--- src/rtl/keypad_scan_encoder.sv ---
// Scans a ROWS x COLS key matrix, debounces whole frames, rejects multi-key presses and
// hands one code per press to the consumer through a single-entry valid/ready buffer.
module keypad_scan_encoder #(
    parameter int ROWS            = 4,
    parameter int COLS            = 3,
    parameter int SCAN_CYCLES     = 16,
    parameter int DEBOUNCE_FRAMES = 3,
    parameter int BCD_MODE        = 1,
    parameter int CODE_W          = 4
) (
    input  logic              clk,
    input  logic              rst_n,
    output logic [COLS-1:0]   col_drive,
    input  logic [ROWS-1:0]   row_sense,
    output logic [CODE_W-1:0] key_code,
    output logic              key_valid,
    input  logic              key_ready,
    output logic              key_held,
    output logic              multi_err,
    output logic              overrun
);

    localparam int KEYS  = ROWS * COLS;
    localparam int CYC_W = $clog2(SCAN_CYCLES);
    localparam int COL_W = (COLS > 1) ? $clog2(COLS) : 1;
    localparam int CNT_W = $clog2(DEBOUNCE_FRAMES + 1);

    // A press is acted on in the cycle it is recognised, so it needs no state of its own.
    typedef enum logic [1:0] {
        S_IDLE,
        S_HELD,
        S_BLOCKED
    } state_e;

    logic [CYC_W-1:0]  cyc_q, cyc_d;
    logic [COL_W-1:0]  col_q, col_d;
    logic [KEYS-1:0]   acc_q, acc_d;
    logic [KEYS-1:0]   frame_q, frame_d;
    logic              done_q, done_d;
    logic [KEYS-1:0]   prev_q, prev_d;
    logic [CNT_W-1:0]  cnt_q, cnt_d;
    state_e            state_q, state_d;
    logic [CODE_W-1:0] code_q, code_d;
    logic              valid_q, valid_d;
    logic              held_q, held_d;
    logic              merr_q, merr_d;
    logic              ovr_q, ovr_d;

    logic last_cyc, last_col, take, stable, one_hot;

    function automatic logic [CODE_W-1:0] encode(input logic [KEYS-1:0] f);
        int idx;
        idx = 0;
        for (int i = 0; i < KEYS; i++) begin
            if (f[i]) idx = i;
        end
        if (BCD_MODE == 0) return CODE_W'(idx);
        case (idx)
            9:       return CODE_W'(10);
            10:      return '0;
            11:      return CODE_W'(11);
            default: return CODE_W'(idx + 1);
        endcase
    endfunction

    // Column scan and frame assembly; the completed frame is registered and judged next cycle.
    always_comb begin
        // NOTE: every variable gets its hold value first, so no branch can infer a latch.
        cyc_d    = cyc_q + CYC_W'(1);
        col_d    = col_q;
        acc_d    = acc_q;
        frame_d  = frame_q;
        done_d   = 1'b0;
        last_cyc = (cyc_q == CYC_W'(SCAN_CYCLES - 1));
        last_col = (col_q == COL_W'(COLS - 1));
        if (last_cyc) begin
            cyc_d = '0;
            col_d = last_col ? '0 : col_q + COL_W'(1);
            for (int r = 0; r < ROWS; r++) begin
                for (int c = 0; c < COLS; c++) begin
                    if (col_q == COL_W'(c)) acc_d[r*COLS+c] = row_sense[r];
                end
            end
            if (last_col) begin
                frame_d = acc_d;
                done_d  = 1'b1;
            end
        end
    end

    always_comb begin
        cnt_d   = cnt_q;
        prev_d  = prev_q;
        state_d = state_q;
        code_d  = code_q;
        valid_d = valid_q;
        held_d  = held_q;
        merr_d  = 1'b0;
        ovr_d   = ovr_q;
        stable  = 1'b0;
        take    = valid_q & key_ready;
        one_hot = (frame_q != '0) && ((frame_q & (frame_q - KEYS'(1))) == '0);
        if (take) valid_d = 1'b0;
        if (done_q) begin
            prev_d = frame_q;
            if (frame_q != prev_q)                            cnt_d = CNT_W'(1);
            else if (cnt_q != CNT_W'(DEBOUNCE_FRAMES))        cnt_d = cnt_q + CNT_W'(1);
            stable = (cnt_d == CNT_W'(DEBOUNCE_FRAMES));
        end
        if (stable) begin
            case (state_q)
                S_IDLE: begin
                    if (one_hot) begin
                        // A consumer taking the old key this cycle frees the buffer for the new one.
                        if (!valid_q || take) begin
                            code_d  = encode(frame_q);
                            valid_d = 1'b1;
                        end else begin
                            ovr_d = 1'b1;
                        end
                        held_d  = 1'b1;
                        state_d = S_HELD;
                    end else if (frame_q != '0) begin
                        merr_d  = 1'b1;
                        state_d = S_BLOCKED;
                    end
                end
                S_HELD: begin
                    if (frame_q == '0) begin
                        held_d  = 1'b0;
                        state_d = S_IDLE;
                    end
                end
                S_BLOCKED: if (frame_q == '0) state_d = S_IDLE;
                default:   state_d = S_IDLE;
            endcase
        end
    end

    // NOTE: state uses non-blocking assignments so every flop samples pre-edge values.
    always_ff @(posedge clk or negedge rst_n) begin
        if (!rst_n) begin
            cyc_q   <= '0;
            col_q   <= '0;
            acc_q   <= '0;
            frame_q <= '0;
            done_q  <= 1'b0;
            prev_q  <= '0;
            cnt_q   <= '0;
            state_q <= S_IDLE;
            code_q  <= '0;
            valid_q <= 1'b0;
            held_q  <= 1'b0;
            merr_q  <= 1'b0;
            ovr_q   <= 1'b0;
        end else begin
            cyc_q   <= cyc_d;
            col_q   <= col_d;
            acc_q   <= acc_d;
            frame_q <= frame_d;
            done_q  <= done_d;
            prev_q  <= prev_d;
            cnt_q   <= cnt_d;
            state_q <= state_d;
            code_q  <= code_d;
            valid_q <= valid_d;
            held_q  <= held_d;
            merr_q  <= merr_d;
            ovr_q   <= ovr_d;
        end
    end

    assign col_drive = COLS'(1) << col_q;
    assign key_code  = code_q;
    assign key_valid = valid_q;
    assign key_held  = held_q;
    assign multi_err = merr_q;
    assign overrun   = ovr_q;

endmodule

--- config.mk ---
export PLATFORM = sky130hd
export DESIGN_NAME = keypad_scan_encoder
export DESIGN_NICKNAME = d
export VERILOG_FILES = /design/src/rtl/keypad_scan_encoder.sv
export SDC_FILE = /design/constraint.sdc
export NUM_CORES = 1
export LEC_CHECK = 0
export BUFFER_PORTS_ARGS = -buffer_cell sky130_fd_sc_hd__buf_4
export CELL_PAD_IN_SITES_DETAIL_PLACEMENT = 1
export CELL_PAD_IN_SITES_GLOBAL_PLACEMENT = 1
export CORE_MARGIN = 2
export CORE_UTILIZATION = 50
export CTS_BUF_LIST = sky130_fd_sc_hd__clkbuf_4
export DETAILED_ROUTE_END_ITERATION = 16
export PLACE_DENSITY_LB_ADDON = 0.1
export RECOVER_POWER = 25
export SETUP_SLACK_MARGIN = 0.2
export SYNTH_ARGS = -nofsm -noshare
export SYNTH_HDL_FRONTEND = slang
export SYNTH_SLANG_ARGS = --single-unit
--- constraint.sdc ---
create_clock -name clk -period 4.9 [get_ports clk]
set_clock_uncertainty 0.1 [all_clocks]
set_input_delay 0.98 -clock clk [delete_from_list [all_inputs] [get_ports clk]]
set_output_delay 0.98 -clock clk [all_outputs]
set_load 0.05 [all_outputs]
Yosys cells after proc, flatten, opt, wreduce, memory -nomap -nowiden
Index checks and enable logic that the tools add are counted.
Word-level totals
  register bits: 55
  latch bits: 0
  RAM bits: 0
  ROM bits: 0
  input port bits: 7
  output and inout port bits: 11
  word-level logic and storage cells: 104
  memories: 0
Cells by class
  add/sub/neg operators: 5
  $mul: 0
  div/mod/pow operators: 0
  order comparisons: 0
  eq/ne operators: 15
  shifts and indexed selects: 1
  multiplexer cells: 52
  bitwise logic cells: 3
  reductions and logical operators: 15
Operators with widths (count)
  2-to-1 mux 32 bit: 14
  == test 32 x 4 -> 1 bit, second input constant: 3
  2-to-1 mux 1 bit: 27
  zero test 12 bit: 2
  2-to-1 mux 2 bit: 7
  bitwise AND 12 bit: 1
  inequality test 12 bit: 1
  case mux 4 bit (3 select lines): 1
  AND reduction 4 bit: 3
  nonzero test 12 bit: 1
  subtractor 12 x 1 -> 12 bit, second input constant: 1
  == test 2 bit, second input constant: 3
  inequality test 2 bit, second input constant: 3
  adder 2 x 1 -> 2 bit, second input constant: 2
  adder 4 x 1 -> 4 bit, second input constant: 1
  adder 4 x 2 -> 4 bit, second input constant: 1
  == test 2 x 1 -> 1 bit, second input constant: 2
  == test 4 bit, second input constant: 1
  zero test 2 bit: 2
  2-to-1 mux 4 bit: 1
  case mux 2 bit (2 select lines): 1
  inequality test 3 bit, second input constant: 1
  AND reduction 3 bit: 1
  << shifter 1 x 2 -> 3 bit, first input constant: 1
  10 further kinds: 10

Depth between registers and ports, before layout
Gate-level depths: netlist of the first run.
  depth in word-level cells: 17
  gate-level depth with buffers: 12
  mapped depth without buffers: 11

Worst setup path before layout of the first run
OpenSTA, ideal clock, no wires.
  path kind: register to output
  start point: register col_q[1]
  end point: output col_drive[2]
  arrival time: 1.146 ns
  data required time: 3.820 ns
  setup slack: 2.674 ns
  cell stages (with the launch flop): 2
  path buffers: 0
  cells stage by stage: dfrtp_1 > nor2b_1
Between the ends
  longest elaborated chain between the ends: 1
RTL lines
  from (decl): RTL line 36  | logic [COL_W-1:0] col_q, col_d;
  from (signal assigned): RTL line 158  | col_q <= col_d;
  << shifter 1 x 2 -> 3 bit: RTL line 173  | assign col_drive = COLS'(1) << col_q;
  to (decl): RTL line 13  | output logic [COLS-1:0] col_drive,
No other way between the ends.

==> results of run 1 <==
final cells by class:
cell class,instances,area share
clock inverter,3,0.0157
multi-input combinational,164,0.423
clock buffer,5,0.0134
inverter,12,0.0161
timing repair buffer,17,0.0443
sequential,51,0.457
tap,70,0.0313
through the flow:
stage	setup slack [ps]	util	cell area (µm²)	instances
2_1_floorplan	2670	-	2660	243
3_3_place_gp	2400	0.532	2720	314
3_5_place_dp	2350	0.532	2720	314
4_1_cts	2300	0.548	2800	322
5_1_grt	1190	0.547	2800	322
6_report	1840	0.547	2800	322
state kept, by name, indices dropped and copies added, names as in the netlist:
register and count:
acc_q 8, cnt_q 2, col_q 2, cyc_q 4
done_q 1, frame_q 12, key_code 4, key_held 1
key_valid 1, multi_err 1, overrun 1, prev_q 12
state_q 2
logic make-up after synthesis:
family	Yosys count	synth area share
mux	24	0.105
fa+ha+maj	6	0.0282
simple gates	77	0.155
compound gates	43	0.110
buf+inv	28	0.0758
flops	51	0.480
xor+xnor	14	0.0461
routing by layer:
metal,up-vias,global-route usage,routed length (µm)
met5,-,0,0
met4,0,0.0636,85
met3,8,0.0341,166
met2,29,0.340,2550
met1,894,0.237,2310
li1,855,-,-
power by group through the flow:
stage	clock network, mW	registers (mW)	logic [mW]
after floorplan	0	0.449	0.0558
after global routing	0.268	0.458	0.0639
final	0.246	0.455	0.0554
after global placement	0	0.462	0.0563
after detailed placement	0	0.463	0.0572
after CTS	0.254	0.455	0.0577
cells in the mapped netlist, drive strengths merged (2+ instances only):
master and number:
nor3b 2, a22o 3, nand2 38, buf 5
xnor2 12, o31ai 2, nand4 7, a21oi 7
nor2b 2, dfrtp 51, nor2 14, o21bai 4
nor4 5, a211o 2, o21ba 2, a211oi 4
inv 12, clkbuf 11, nand3 4, ha 6
o21ai 10, xor2 2, mux2 23, a31oi 3
nand2b 2
path summary, 6_finish.rpt:
kind / slack (ps) / from / depth (start not counted) / endpoint
setup / recovery: 1840 / rst_n / 1 / prev_q[8]
min in group asynchronous: 1340 / rst_n / 1 / key_held
max in group clk: 2310 / frame_q[1] / 6 / key_code[1]
setup reg to reg: 2310 / frame_q[1] / 6 / key_code[1]
hold reg to reg: 380 / acc_q[9] / 2 / frame_q[9]
hold / removal: 380 / acc_q[9] / 2 / frame_q[9]
==> results.cfg, run 1 <==
[place]
hpwl_um = 3640
portBuffers = 17
gp_congestion = 0.749

[detailed_routing]
drt_iter0_drc = 70
drc = 0
totalWireLength_um = 5110
vias_per_cell = 5.55
first_pass_iters = 4
vias = 1786
ant_nets = 0
wl_per_cell_um = 15.9

[timing]
fmax_mhz = 327
fin_crit_sh = 0.624
min_period_ps = 3060
hold_viol_final = 0
setup_tns_ps = 0
rsz0062_at_grt = false
holdWs_ps = 383
setup_viol = 0
relSlewSlack = -0.807
final_max_slew_viol_count = 52
max_slew.worst_pin.slew_ps = 2710

[pwr]
p_total_mw = 0.756
p_sw_mw = 0.187
p_int_mw = 0.569
combPwrFrac = 0.073
powerDensity_nw_per_um2 = 271
seqPwrFrac = 0.602
p_leak_nw = 1.24
ir_drop_uv = 188
p_sw_frac = 0.248
p_clk_frac = 0.325

[yosys]
synth_top_area_cell = dfrtp_1
synth_fp_nets = 256
ys_seq_area_frac = 0.480
netlist_instances = 243
synth-async-reset-ratio = 1.00
synthDistinctLibCells = 41
ys.flop_type = dfrtp_1
synth_top_area_share = 0.480
synth.avg_cell_area_um2 = 10.9
ys_ff_latch = 51
synthesis.area_um2 = 2660
yosysWarnings = 0
synth.area.top_cells = dfrtp_1 48%, mux2_2 8.5%, nand2_1 5.4%, xnor2_1 4.0%, clkbuf_8 3.6%
synth_enable_flop_cells = 0

[clock_network]
postCtsSetupBuffers = 0
cts.hold.buffers_added = 0
clock_path_buffers = 2
cts-root-buf = clkbuf_4
ctsHtreeMaxLevel = 2
clk_latency_ps = 370
clk_pin_slew_ps = 140
tritoncts = yes
clock-sinks = 51
cts_buffers = 5
cts_resized = 0

[setup_path]
timing.critical_path.buf_inv = 1
critPathMaxStageDelay_ps = 1890
worst_setup_path_start_kind = input pin
arrival_ps = 2890
cp-end-kind = async pin
crit_chain = clkbuf_1
crit_slowest_cell = clkbuf_1
criticalPathCategory = in2async
required_ps = 4730
critPathMaxFanout = 51
path_delay_family = buffers and inverters

[layout]
fill_cells = 593
nNetsFinal = 264
n_antenna_cell = 0
multi_input_area_um2 = 1180
drive_gt1_frac = 0.218
final_cell_mix = 51 x dfrtp_1, 38 x nand2_1, 20 x mux2_2, 16 x buf_4, 14 x nor2_1
seqCellArea_um2 = 1280
layout_commonest_cell = dfrtp_1
area_growth_pct = 5.13

[min_path]
worstHoldPathType = reg2reg

[floorplan]
die_x_um = 76.9
core_um2 = 5110
die_height_um = 76.9
fp-row-count = 26
io_pins = 18
dieArea_um2 = 5920
start_util = 0.521

[global_routing]
grt_pass1_wl_um = 9090
antenna_found_initial = 0
gr-total-overflow = 0
track_usage = 0.192
grt_pass1_vias = 1895
grt_max_degree = 52

[job]
cap_violations = 1

[status]
violations = max-capacitance violations, max-slew violations
status = complete, but fails checks
Note: power is estimated with default switching activity, not from simulation.
==> run 2: changes to the inputs <==
Clock period 4.9 ns to 2.95 ns, I/O delays scaled along.
==> run 2 against run 1 <==
The flow now finishes without violations. Critical path depth is 10 higher. Clock power is 65% higher. Routed wire length is 0.29% lower. Sequential power is 66% higher. First-iteration DRC count is 2.9% lower. Critical path type is now reg2reg. Largest power group unchanged.
==> results.cfg, run 2 (synthesized netlist as in run 1, its figures left out) <==
[status]
status = complete, no violations

[min_path]
holdPathStages = 3
worstHoldPathType = in2reg
hold_start = row_sense[3]
holdPathEnd = frame_q[11]

[detailed_routing]
vias_per_cell = 5.42
drc = 0
totalWireLength_um = 5100
vias = 1756
ant_nets = 0
first_pass_iters = 4
drt_iter0_drc = 68
wl_per_cell_um = 15.7

[place]
dp.cells = 316
hpwl_um = 3710
gp_congestion = 0.780
portBuffers = 17
post-place-ws_ps = 522

[clock_network]
ctsHtreeMaxLevel = 2
clk_latency_ps = 370
cts.hold.buffers_added = 0
cts-root-buf = clkbuf_4
tritoncts = yes
postCtsSetupBuffers = 0
clock_path_buffers = 2
clk_pin_slew_ps = 150
clock-sinks = 51
cts_resized = 0
cts_buffers = 5

[layout]
n_antenna_cell = 0
nNetsFinal = 266
final_cells = 324
multi_input_area_um2 = 1180
drive_gt1_frac = 0.224
seqCellArea_um2 = 1280
top_regs = frame_q: 12 flops, prev_q: 12 flops, acc_q: 8 flops
fill_cells = 573
final_cell_mix = 51 x dfrtp_1, 38 x nand2_1, 20 x mux2_2, 18 x buf_4, 14 x nor2_1
layout_commonest_cell = dfrtp_1
area_growth_pct = 5.69

[pwr]
p_clk_frac = 0.323
combPwrFrac = 0.075
ir_drop_uv = 297
seqPwrFrac = 0.602
powerDensity_nw_per_um2 = 446
p_int_mw = 0.946
p_sw_mw = 0.309
p_total_mw = 1.25
p_leak_nw = 1.25
p_sw_frac = 0.246

[timing]
final_max_slew_viol_count = 0
fin_crit_sh = 0.820
max_slew.worst_pin.slew_ps = 1250
rsz0062_at_grt = false
min_period_ps = 2420
fmax_mhz = 414
fin_ws_ps = 532
setup_viol = 0
relSlewSlack = 0.165
hold_viol_final = 0
setup_tns_ps = 0

[job]
cap_violations = 0

[global_routing]
gr-total-overflow = 0
grt_pass1_vias = 1828
grt_pass1_wl_um = 9070
grt_max_degree = 52
antenna_found_initial = 0
track_usage = 0.192

[floorplan]
die_x_um = 76.9
dieArea_um2 = 5920
io_pins = 18
start_util = 0.521
fp-row-count = 26
die_height_um = 76.9
core_um2 = 5110

[setup_path]
required_ps = 3160
r2r_slack_ps = 530
criticalPathCategory = reg2reg
regToRegStartpoint = frame_q[2]
cp-end-kind = flop
r2r_end = key_code[0]
worst_setup_path_start_kind = flop
critPathMaxFanout = 7
worstRegToRegCells = 11
arrival_ps = 2630
[run 2: changes by cell type in the layout (fill, tap and decap cells not counted), sizes merged]
cell and delta:
buf +2, clkinv -1, inv +1
[run 2: final cells by class]
cell class / instances / area share
clock inverters: 3 / 0.0151
well taps: 70 / 0.0312
repair buffers: 19 / 0.0499
flip-flops and latches: 51 / 0.454
inverters: 12 / 0.0160
clock buffers: 5 / 0.0134
multi-input cells: 164 / 0.420
[run 2: how the worst max path moves through the flow]
stage / from / end / slack (ps)
2_1_floorplan: frame_q[1] / key_code[1] / 730
3_3_place_gp: frame_q[8] / key_code[1] / 570
3_5_place_dp: frame_q[4] / key_code[2] / 520
4_1_cts: frame_q[1] / key_code[1] / 510
5_1_grt: frame_q[2] / key_code[0] / 280
6_report: frame_q[2] / key_code[0] / 530
[run 2: per-layer routing]
layer	vias up	wire length (µm)	global-route usage
met4	0	51	0.0491
met3	4	122	0.0400
met1	871	2390	0.247
li1	857	-	-
met2	24	2530	0.332
met5	-	0	0
[run 2: per-stage QoR]
stage | util | area, µm² | hold WS, ps
after floorplan | - | 2660 | 194
after global placement | 0.535 | 2730 | 346
after detailed placement | 0.535 | 2730 | 352
after CTS | 0.551 | 2810 | 137
after global routing | 0.550 | 2810 | 303
final | 0.550 | 2810 | 331
[run 2: power by group through the flow]
stage	clock network [mW]	logic, mW	registers [mW]
5_1_grt	0.451	0.107	0.761
3_5_place_dp	0	0.0962	0.769
4_1_cts	0.416	0.0971	0.756
3_3_place_gp	0	0.0947	0.767
2_1_floorplan	0	0.0927	0.746
6_report	0.405	0.0942	0.756
[run 2: critical path, stage by stage, from the launching register on]
cell      delay (ps)
dfrtp_1          530
inv_1            110
a21oi_1          200
o21bai_1          80
a21oi_1          240
o21ba_2          170
o21bai_1          90
ha_1             220
o22a_1           180
a211oi_1         210
o22ai_1          120
mux2i_1          120
